==> src/rtl/alu_exec_unit.sv <==
// ---------------------------------------------------------------------------
// alu_exec_unit
//   This unit executes the 4-bit ALU control code that the ALU control
//   decoder produces. It sits between the operand mux and the
//   writeback/branch logic.
//   AND, OR and illegal codes finish in one cycle. ADD and SUB run as two
//   half-width cycles: the low half first, then the high half, which uses
//   the registered carry from the low half.
//
// Ports
//   clock      rising-edge clock
//   reset      asynchronous, active-high reset
//   in_valid   operands and control are valid
//   in_ready   unit can accept an operation (IDLE and not in reset)
//   alu_ctrl   0000 AND, 0001 OR, 0010 ADD, 0110 SUB; all other codes are illegal
//   op_a       operand A
//   op_b       operand B
//   out_valid  result/zero/error are valid
//   out_ready  downstream accepts the result
//   result     operation result, modulo 2^WIDTH
//   zero       result == 0, computed over the full width
//   error      the accepted alu_ctrl was illegal
//
// Handshake: a transfer occurs on a rising edge where valid && ready.
//   valid never depends combinationally on ready. Once out_valid is
//   asserted, result/zero/error hold steady until that transfer.
//   in_ready is low in DONE, so a new operation can never be accepted in
//   the same cycle that a result is handed off.
//
// The FSM state (IDLE/HIGH/DONE) is held in the typed register 'state'.
// ---------------------------------------------------------------------------
module alu_exec_unit #(
  parameter int WIDTH = 64  // must be even
) (
  input  logic             clock,
  input  logic             reset,
  input  logic             in_valid,
  output logic             in_ready,
  input  logic [3:0]       alu_ctrl,
  input  logic [WIDTH-1:0] op_a,
  input  logic [WIDTH-1:0] op_b,
  output logic             out_valid,
  input  logic             out_ready,
  output logic [WIDTH-1:0] result,
  output logic             zero,
  output logic             error
);

  localparam int HALF = WIDTH / 2;

  localparam logic [3:0] CTRL_AND = 4'b0000;
  localparam logic [3:0] CTRL_OR  = 4'b0001;
  localparam logic [3:0] CTRL_ADD = 4'b0010;
  localparam logic [3:0] CTRL_SUB = 4'b0110;

  typedef enum logic [1:0] {
    IDLE = 2'd0,
    HIGH = 2'd1,
    DONE = 2'd2
  } state_t;

  state_t          state;
  logic [HALF-1:0] a_hi_q;
  logic [HALF-1:0] b_hi_q;   // B already inverted for SUB
  logic [HALF-1:0] lo_q;
  logic            carry_q;

  logic             accept;
  logic             is_sub;
  logic [WIDTH-1:0] b_eff;
  logic [HALF:0]    lo_full;
  logic [HALF-1:0]  hi_sum;
  logic [WIDTH-1:0] full_sum;
  logic [WIDTH-1:0] logic_res;

  assign in_ready = (state == IDLE) && !reset;
  assign accept   = in_valid && in_ready;

  // SUB is computed as A + ~B + 1. The +1 enters as the carry-in of the
  // low half. The high half uses only the registered carry.
  assign is_sub  = (alu_ctrl == CTRL_SUB);
  assign b_eff   = is_sub ? ~op_b : op_b;
  assign lo_full = {1'b0, op_a[HALF-1:0]} + {1'b0, b_eff[HALF-1:0]}
                 + {{HALF{1'b0}}, is_sub};

  // The carry out of the high half is dropped: arithmetic is modulo 2^WIDTH.
  assign hi_sum   = a_hi_q + b_hi_q + {{(HALF-1){1'b0}}, carry_q};
  assign full_sum = {hi_sum, lo_q};

  assign logic_res = (alu_ctrl == CTRL_AND) ? (op_a & op_b) : (op_a | op_b);

  always_ff @(posedge clock or posedge reset) begin
    if (reset) begin
      state     <= IDLE;
      out_valid <= 1'b0;
      result    <= '0;
      zero      <= 1'b0;
      error     <= 1'b0;
      a_hi_q    <= '0;
      b_hi_q    <= '0;
      lo_q      <= '0;
      carry_q   <= 1'b0;
    end else begin
      case (state)
        IDLE: begin
          if (accept) begin
            case (alu_ctrl)
              CTRL_AND, CTRL_OR: begin
                result    <= logic_res;
                zero      <= (logic_res == '0);
                error     <= 1'b0;
                out_valid <= 1'b1;
                state     <= DONE;
              end
              CTRL_ADD, CTRL_SUB: begin
                lo_q    <= lo_full[HALF-1:0];
                carry_q <= lo_full[HALF];
                a_hi_q  <= op_a[WIDTH-1:HALF];
                b_hi_q  <= b_eff[WIDTH-1:HALF];
                state   <= HIGH;
              end
              default: begin
                result    <= '0;
                zero      <= 1'b1;
                error     <= 1'b1;
                out_valid <= 1'b1;
                state     <= DONE;
              end
            endcase
          end
        end
        HIGH: begin
          result    <= full_sum;
          zero      <= (full_sum == '0);
          error     <= 1'b0;
          out_valid <= 1'b1;
          state     <= DONE;
        end
        DONE: begin
          if (out_ready) begin
            out_valid <= 1'b0;
            state     <= IDLE;
          end
        end
        default: begin
          out_valid <= 1'b0;
          state     <= IDLE;
        end
      endcase
    end
  end

endmodule
==> config.mk <==
export PLATFORM = sky130hd
export DESIGN_NAME = alu_exec_unit
export DESIGN_NICKNAME = d
export VERILOG_FILES = /design/src/rtl/alu_exec_unit.sv
export SDC_FILE = /design/constraint.sdc
export NUM_CORES = 1
export LEC_CHECK = 0
export BUFFER_PORTS_ARGS = -buffer_cell sky130_fd_sc_hd__buf_2
export CAP_MARGIN = 20
export CORE_AREA = 4 4 163 165
export DETAILED_ROUTE_END_ITERATION = 12
export DIE_AREA = 0 0 167 169
export PLACE_DENSITY_LB_ADDON = 0.1
export SLEW_MARGIN = 20
export SYNTH_ARGS = -nofsm -noshare
export SYNTH_HDL_FRONTEND = slang
export SYNTH_SLANG_ARGS = --single-unit
==> constraint.sdc <==
create_clock -name clock -period 16.7 [get_ports clock]
set_clock_uncertainty 0.05 [all_clocks]
set_input_delay 3.34 -clock clock [delete_from_list [all_inputs] [get_ports clock]]
set_output_delay 3.34 -clock clock [all_outputs]
set_load 0.005 [all_outputs]
==> impl_summary.md, run 1 <==
Global routing
The total overflow reported by the global router is 0. The first global-routing pass estimated 64.2 mm of wire. The via count of the first global-routing pass is 11300.

The initial antenna violation count is 3. Entering global routing, the biggest net connects 94 pins. Across every metal layer, demand over resource in global routing totals 0.285.

STA
Setup repair after global routing left no endpoint under its margin. The count of final setup violators is 0. The clock period could shrink to 7930 ps. Timing would allow up to 126 MHz. The setup TNS after final layout is 0 ps. For the pin with the worst max-slew slack, the measured transition is 1050 ps. The final number of hold-violating endpoints came to 0. The relative max-transition margin is 0.294. The final cycle utilization of the critical path is 0.475. The final max-slew violation count is 0.

Drt
Summed over all nets, wire length on met3 after detailed routing comes to 2.22 mm. The met1 wire length is 18.3 mm. For this block, the routed nets add up to 40.8 mm of wire. The vias after detailed routing is 11700.

The post-route antenna net violation count is 0. In this run, the number of DRC markers left after iteration 0 of detailed routing was 937. The total iterations of the first detailed-routing run is 5.

The detail-routed via count per cell is 5.93. The met2 wire length is 19.3 mm. In the final routed layout, each cell accounts on average for 20.6 µm. The highest metal layer with signal wires is met5.

The count of unresolved DRC violations after routing is 0.

Critical path
The slowest stage of the critical path is the sky130_fd_sc_hd__nor3_1 cell. In this run the worst setup path begins at reset. The delay of the slowest critical-path stage is 800 ps. The critical path data required time is 13310 ps. STA classifies the critical path endpoint as an output port.

The worst register-to-register path ends at zero. The number of cells on the worst reg-to-reg path is 11. The startpoint of the worst-slack reg-to-reg timing path is a_hi_q[0].

The arrival time of the worst setup path is 4540 ps. Of all nets on the critical path, the largest fanout is 3. The startpoint class of the critical path is a primary input. The category of the most critical setup path is in -> out.

The critical path goes through buf_2 > nor3_1 > buf_2. Broken down by cell family, the worst path's largest delay share belongs to simple AND/OR/NAND/NOR gates. The reg2reg setup slack is 12600 ps. The most numerous cell on the critical path is sky130_fd_sc_hd__buf_2. Counting both buffers and inverters, the worst setup path holds a total of 2.

Clocking
For this design, the sink count on the clock tree is 166. The total clock buffers created by CTS is 17. The count of hold buffers inserted by post-cts repair is 0. The H-tree depth is 4.

The clock-pin slew of the registers on the worst-case setup and hold paths is 70 ps. The insertion delay of the later-clocked pin in the worst-skew pair is 430 ps. Post-CTS timing repair inserted 0 buffers for setup. The number of resized instances in the post-cts repair step is 0.

The TritonCTS clock tree is built. No sink is reached through more buffers than the 2 on the longest clock path. The root buffer selected by CTS is sky130_fd_sc_hd__clkbuf_16.

Final layout
The ratio of cells with drive above 1 in the final layout is 0.168. The count of cells in the finished layout, fillers not included, comes to 1975. The net count of the finished layout is 1830. The growth of design area from synthesis to finish is 14.7%.

Place
Routability-driven placement finished with a final weighted congestion of 0.953. The quantity of I/O buffers inserted on ports is 203. The total placed cells including tap cells is 1939. Summed over all nets, the half-perimeter wirelength after detailed placement is 30.1 mm.

Pwr
The worst-case vdd ir drop is 0.0610 mV. The total leakage power is 6.31 nW. The power density over cell area is 114 nW/µm².

Min path
Along the worst hold path, the cell count comes to 2. The end of the worst hold path is a_hi_q[19]. The type of the tightest min-delay check is reg -> reg. The critical hold path startpoint is a_hi_q[19].

Synth
The share of cell area taken by muxes after synthesis is 0.000913. The main flop type after synthesis is sky130_fd_sc_hd__dfrtp_1. Of the total synthesized cell area, the portion taken by XOR and XNOR cells is 0.0873. Of the total synthesized cell area, the portion taken by full adders, half adders and majority gates is 0.114.

The number of nets handed over by synthesis was 1684. The simple-gate area share of the yosys netlist is 0.178. The fraction of the mapped netlist area in compound gates was 0.246. The total standard cell area after synthesis is 12300 µm². The average instance in the mapped netlist occupies 8.32 µm².

Yosys mapped the design onto 72 distinct sky130hd cell types. For this run, the number of Yosys warnings is 0. The number of register bits inferred by synthesis is 166. The count of flip-flops with a built-in enable after synthesis is 0. The area share of the leading cell type in the synthesized netlist is 0.337. The number of instances in the synthesized netlist is 1482. In the post-synthesis netlist, the biggest area contributors are sky130_fd_sc_hd__dfrtp_1, sky130_fd_sc_hd__nand2_1, sky130_fd_sc_hd__xnor2_1. After synthesis, the largest family of logic cells by area is compound AO/OA/AOI/OAI gates. The share of flip-flops with an asynchronous set or reset after synthesis is 1.00. The cell type contributing the most total cell area after synthesis is sky130_fd_sc_hd__dfrtp_1. The sequential cell area fraction in the yosys report is 0.337.

Flow run
The count of maximum capacitance violations is 0.

Floorplan
The initial core utilization is 0.493. The vertical extent of the die is 169 µm. In this run the core area contains 58 standard-cell rows.

The horizontal die dimension is 167 µm. The count of boundary I/O pins is 204. The area of the core is 25000 µm². The die covers 28200 µm².

Status
The run finished with clean final reports.
[power by group]
group | switching, mW | total, mW | internal [mW]
logic | 0.385 | 0.645 | 0.260
registers | 0.0725 | 0.570 | 0.498
clock network | 0.179 | 0.391 | 0.212
[registers in the layout, summed over array words and instances, names as in the netlist]
| signal | cells |
|---|---|
| error | 1 |
| result | 64 |
| carry_q | 1 |
| lo_q | 32 |
| zero | 1 |
| a_hi_q | 32 |
| state | 2 |
| out_valid | 1 |
| b_hi_q | 32 |
[area by class of cell]
class | instances | area, µm²
Fill cell | 2358 | 10900
Multi-Input combinational cell | 1195 | 7760
Sequential cell | 166 | 4150
Timing Repair Buffer | 218 | 1130
Clock buffer | 20 | 447
Tap cell | 330 | 413
Clock inverter | 12 | 120
Inverter | 30 | 118
Antenna cell | 4 | 10.0
[placed cells by master (no fill, tap or decap), drive strengths merged, types with 4 or more instances in the layout]
cell / instances
nand2: 248
buf: 218
dfrtp: 166
nor2: 115
o21ai: 105
xnor2: 102
a21oi: 81
ha: 63
maj3: 56
nand3: 53
a211oi: 49
a31oi: 48
inv: 34
o21a: 33
o22a: 26
xor2: 21
nor4: 20
clkbuf: 20
a221oi: 17
o22ai: 16
nand4: 14
a21o: 14
o21bai: 12
nor3: 11
o211ai: 8
nor3b: 6
and3: 6
or3: 5
clkinvlp: 5
o31ai: 5
diode: 4
nand3b: 4
a311oi: 4
a2111oi: 4
a41oi: 4
[cell families (layout without fill, tap and decap cells)]
group	after synthesis	count (layout)
compound gates	447	447
xor+xnor	123	123
fa+ha+maj	122	122
buf+inv	121	280
flops	166	166
mux	1	1
other cells	0	4
simple gates	502	502
[how the worst max path moves through the flow]
stage | to | cells past startpoint
after floorplan | a_hi_q[0] | 1
after global routing | in_ready | 3
after CTS | in_ready | 3
final | in_ready | 3
after global placement | in_ready | 3
after detailed placement | in_ready | 3
[synthesized netlist by cell type, types with 4 or more instances]
master	count
sky130_fd_sc_hd__a211oi_1	47
sky130_fd_sc_hd__nand4_1	14
sky130_fd_sc_hd__nor2_1	115
sky130_fd_sc_hd__o22ai_1	16
sky130_fd_sc_hd__maj3_1	56
sky130_fd_sc_hd__a21oi_1	81
sky130_fd_sc_hd__dfrtp_1	166
sky130_fd_sc_hd__nand2_1	248
sky130_fd_sc_hd__a21o_1	14
sky130_fd_sc_hd__o22a_1	26
sky130_fd_sc_hd__a311oi_1	4
sky130_fd_sc_hd__o31ai_1	4
sky130_fd_sc_hd__buf_2	4
sky130_fd_sc_hd__nor4_1	20
sky130_fd_sc_hd__o21bai_1	12
sky130_fd_sc_hd__o211ai_1	7
sky130_fd_sc_hd__clkbuf_1	71
sky130_fd_sc_hd__ha_1	63
sky130_fd_sc_hd__buf_1	15
sky130_fd_sc_hd__o21a_1	33
sky130_fd_sc_hd__xor2_1	21
sky130_fd_sc_hd__or3_1	5
sky130_fd_sc_hd__a31oi_1	46
sky130_fd_sc_hd__nand3_1	53
sky130_fd_sc_hd__o21ai_0	98
sky130_fd_sc_hd__xnor2_1	102
sky130_fd_sc_hd__o21ai_1	6
sky130_fd_sc_hd__nor3_1	11
sky130_fd_sc_hd__inv_1	30
sky130_fd_sc_hd__and3_1	6
sky130_fd_sc_hd__nor3b_1	6
sky130_fd_sc_hd__nand3b_1	4
sky130_fd_sc_hd__a221oi_1	17
[worst register-to-register path: stages, from the launching register on]
cell and delay, ps:
sky130_fd_sc_hd__dfrtp_1 410, sky130_fd_sc_hd__fa_1 500, sky130_fd_sc_hd__fa_1 440, sky130_fd_sc_hd__a211oi_2 330, sky130_fd_sc_hd__o21ai_1 220, sky130_fd_sc_hd__a21oi_1 360
sky130_fd_sc_hd__o211ai_1 190, sky130_fd_sc_hd__xnor2_1 320, sky130_fd_sc_hd__nor2b_1 300, sky130_fd_sc_hd__nand4_1 150, sky130_fd_sc_hd__or3b_1 380, sky130_fd_sc_hd__o41ai_2 330
[through the flow]
stage | total power [mW] | utilization | area [µm²] | hold WS [ps] | worst slack [ps]
final | 1.61 | 0.565 | 14100 | 433 | 8770
after global routing | 1.71 | 0.565 | 14100 | 455 | 8770
after CTS | 1.61 | 0.565 | 14100 | 436 | 8770
after detailed placement | 1.22 | 0.542 | 13600 | 420 | 8780
after global placement | 1.21 | 0.542 | 13600 | 416 | 8740
after floorplan | 0.998 | - | 12300 | 402 | 8820
[layer usage]
metal | GRT usage | up-vias
met4 | 0.0864 | 4
met5 | 0 | -
li1 | - | 5677
met3 | 0.0348 | 56
met1 | 0.396 | 5591
met2 | 0.468 | 377
(Power assumes the default switching activity.)
==> run 2: changes to the inputs <==
==> constraint.sdc (replaced) <==
create_clock -name clock -period 7.9 [get_ports clock]
set_clock_uncertainty 0.05 [all_clocks]
set_input_delay 1.58 -clock clock [delete_from_list [all_inputs] [get_ports clock]]
set_output_delay 1.58 -clock clock [all_outputs]
set_load 0.005 [all_outputs]
==> run 2 against run 1 <==
Global-route usage is 0.053 points lower. Cell count is 0.20% lower. Via count is 1.6% higher. Wire length is 0.30% higher. First-iteration DRC count is 6.4% lower. Final area is 0.21% higher. Setup slack worse by 6600 ps. Sequential share of layout area is 0.062 points lower.
==> impl_summary.md, run 2 (same netlist as run 1, synthesis figures left out) <==
Pwr
The switching power summed over all nets is 1.38 mW (was 0.636 mW). The switching fraction of total power is 0.397 (was 0.396). The power density over cell area came to 245 nW/µm² (was 114 nW/µm²). The worst-case vdd ir drop came to 0.139 mV (was 0.0610 mV). The total leakage power is 6.35 nW (was 6.31 nW). The combinational group share of total power is 0.392 (was 0.402).

The share of total power in the clock network is 0.260 (was 0.243). The design internal power is 2.09 mW (was 0.970 mW). The sequential cell fraction of total power came to 0.348 (was 0.355).

Clocking
The clock tree buffer depth was 2 (unchanged). The count of hold buffers inserted by post-cts repair is 0 (unchanged). The H-tree depth is 4 (unchanged).

The number of buffers added for setup after CTS is 0 (unchanged). The TritonCTS clock tree is built (unchanged). The number of resized instances in the post-cts repair step is 0 (unchanged).

The clock-pin slew of the registers on the worst-case setup and hold paths is 80 ps (was 70 ps). The root buffer selected by CTS is sky130_fd_sc_hd__clkbuf_16 (unchanged). The total clock buffers created by CTS is 17 (unchanged). The number of clock sinks seen by CTS is 166 (unchanged). The insertion delay of the later-clocked pin in the worst-skew pair was 440 ps (was 430 ps).

Final layout
The register with the most flip-flops was result (unchanged). The flip-flop count of the largest register, all copies and words added was 64 (unchanged). Commonest cells after routing, fill and taps aside: sky130_fd_sc_hd__nand2_1, sky130_fd_sc_hd__buf_2, sky130_fd_sc_hd__dfrtp_1 (unchanged). The post-layout utilization of the core was 0.566 (was 0.565).

The number of nets at the end of the flow is 1829 (was 1830). The area of all placed cells without fillers is 14200 µm² (was 14100 µm²). The ratio of cells with drive above 1 in the final layout is 0.168 (about the same). The commonest non-fill, non-tap cell in the layout is sky130_fd_sc_hd__nand2_1 (unchanged). The growth of design area from synthesis to finish was 14.9% (was 14.7%).

Critical path
Chain of cells forming the critical path: buf_2 > buf_4 > nand4bb_2 > xnor2_1 > ha_1 > and3_1 > a221o_1 > a22oi_1 > a21oi_1 > o21ai_0 > a31oi_1 > a2111oi_0 > o21ai_0 (was buf_2 > nor3_1 > buf_2). The reg2reg setup slack came to 3880 ps (was 12600 ps). The most numerous cell on the critical path is sky130_fd_sc_hd__o21ai_0 (was sky130_fd_sc_hd__buf_2). The number of buffers and inverters on the critical path is 2 (unchanged). The cell family contributing the most delay on the critical path is compound AO/OA/AOI/OAI gates (was simple AND/OR/NAND/NOR gates). The endpoint kind of the worst setup timing path is a flop (was output port).

The arrival time of the worst setup path is 6020 ps (was 4540 ps). The cell count of the worst reg-to-reg path was 11 (unchanged). The critical path data required time is 8170 ps (was 13310 ps). The worst flop-to-flop path endpoint is zero (unchanged).

The category of the most critical setup path is in -> reg (was in -> out). The delay of the slowest critical-path stage came to 980 ps (was 800 ps). The standard cell with the maximum stage delay on the critical path is sky130_fd_sc_hd__nand4bb_2 (was sky130_fd_sc_hd__nor3_1).

The startpoint of the worst-slack reg-to-reg timing path is a_hi_q[0] (unchanged). The startpoint class of the critical path is a primary input (unchanged). The maximum fanout count along the critical path came to 58 (was 3).

Floorplan
The area of the core came to 25000 µm² (unchanged). The count of boundary I/O pins is 204 (unchanged). The initial core utilization is 0.493 (unchanged).

The overall die area is 28200 µm² (unchanged). The horizontal die dimension is 167 µm (unchanged). The row count came to 58 (unchanged).

The vertical extent of the die came to 169 µm (unchanged).

Drt
The vias after detailed routing is 11900 (was 11700). The count of unresolved DRC violations after routing is 0 (unchanged). The iteration-0 DRC count of the detailed router is 877 (was 937). The total wire length is 40.9 mm (was 40.8 mm).

The detail-routed via count per cell was 6.03 (was 5.93). The post-route antenna net violation count is 0 (unchanged). The detail-routed net length per standard cell is 20.7 µm (was 20.6 µm). The total iterations of the first detailed-routing run is 6 (was 5).

STA
The worst path setup slack after routing is 2150 ps (was 8770 ps). The final max-slew violation count is 0 (unchanged). The maximum achievable frequency is 174 MHz. The clock period could shrink to 5750 ps. The setup TNS after final layout is 0 ps (unchanged).

The count of final setup violators is 0 (unchanged). The relative max-transition margin came to 0.289 (was 0.294). The final-layout worst hold slack came to 436 ps (was 433 ps). Of the available clock period, the critical path in the final layout requires 0.728. Unrepaired setup endpoints after global routing: no (unchanged).

The final number of hold-violating endpoints came to 0 (unchanged). The transition time of the tightest slew-check pin was 1070 ps (was 1050 ps).

Flow run
The count of maximum capacitance violations is 0 (unchanged).

Global routing
The met2 track demand over resource is 0.470 (was 0.468). The total overflow reported by the global router is 0 (unchanged). The peak-usage layer in the global routing report is met2 (unchanged). The initial antenna violation count is 2 (was 3). The pin count of the biggest net entering global routing is 114 (was 94). The total global-route track usage is 0.284 (was 0.285).

The global-route wire length before repair is 64.2 mm (unchanged). The via count of the first global-routing pass is 11500 (was 11300). The met1 capacity usage during global routing is 0.384 (was 0.396). The global routing usage on met3 came to 0.0451 (was 0.0348).

Place
The post-DP HPWL was 30.1 mm (about the same). The final RePlAce weighted congestion is 0.993 (was 0.953). The worst setup slack after placement is 1740 ps (was 8780 ps). The area of placed instances is 13600 µm² (about the same).

The quantity of I/O buffers inserted on ports is 203 (unchanged).

Min path
The end of the worst hold path is b_hi_q[23] (was a_hi_q[19]). The hold path depth is 2 (unchanged). The critical hold path startpoint is b_hi_q[23] (was a_hi_q[19]). The type of the tightest min-delay check is reg -> reg (unchanged).

Status
Run status: finished clean (unchanged).
## run 2: cell count changes in the layout (fill, tap and decap cells not counted)
cell / before / now
sky130_fd_sc_hd__inv_6: 5 / 10
sky130_fd_sc_hd__bufinv_16: 1 / 2
sky130_fd_sc_hd__diode_2: 4 / 1
sky130_fd_sc_hd__buf_4: 15 / 14
sky130_fd_sc_hd__clkinvlp_4: 5 / 0
sky130_fd_sc_hd__clkinv_4: 2 / 0
sky130_fd_sc_hd__inv_8: 0 / 3
sky130_fd_sc_hd__clkbuf_1: 2 / 0
## run 2: how the worst max path moves through the flow
| stage | from | end | slack, ps | cells past startpoint |
|---|---|---|---|---|
| 2_1_floorplan | reset | a_hi_q[0] | 1780 | 1 |
| 3_3_place_gp | alu_ctrl[0] | carry_q | 1850 | 13 |
| 3_5_place_dp | alu_ctrl[0] | carry_q | 1740 | 13 |
| 4_1_cts | alu_ctrl[0] | carry_q | 2160 | 13 |
| 5_1_grt | alu_ctrl[0] | carry_q | 1810 | 13 |
| 6_report | alu_ctrl[0] | carry_q | 2150 | 13 |
## run 2: power by group through the flow
stage	clock network, mW	registers (mW)	logic (mW)
4_1_cts	0.909	1.21	1.35
5_1_grt	0.947	1.23	1.50
3_3_place_gp	0	1.22	1.33
3_5_place_dp	0	1.22	1.35
6_report	0.902	1.21	1.36
2_1_floorplan	0	1.17	0.935
## run 2: per-layer routing
metal | routed length [µm] | vias to the layer above
met1 | 18200 | 5755
li1 | - | 5670
met3 | 2490 | 68
met2 | 19200 | 392
met4 | 1000 | 4
met5 | 20 | -
## run 2: layout make-up
type | instances | area, µm²
clock buffer | 18 | 439
multi-input combinational | 1195 | 7760
sequential | 166 | 4150
tap | 330 | 413
inverter | 30 | 118
antenna | 1 | 2.50
timing repair buffer | 217 | 1120
fill | 2413 | 10900
clock inverter | 14 | 173
## run 2: stage by stage
| stage | power (mW) | std cells |
|---|---|---|
| after floorplan | 2.11 | 1482 |
| after global placement | 2.55 | 1938 |
| after detailed placement | 2.57 | 1938 |
| after CTS | 3.47 | 1970 |
| after global routing | 3.68 | 1970 |
| final | 3.47 | 1971 |
## run 2: worst register-to-register path, cell delays in order (launching register included)
cell and delay [ps]:
sky130_fd_sc_hd__dfrtp_1 410, sky130_fd_sc_hd__fa_1 500, sky130_fd_sc_hd__fa_1 440, sky130_fd_sc_hd__a211oi_2 330, sky130_fd_sc_hd__o21ai_1 200, sky130_fd_sc_hd__a21oi_1 390
sky130_fd_sc_hd__xnor2_1 190, sky130_fd_sc_hd__nor4_1 550, sky130_fd_sc_hd__nand4_1 220, sky130_fd_sc_hd__nor4_1 190, sky130_fd_sc_hd__nand4_1 200, sky130_fd_sc_hd__o41ai_2 270
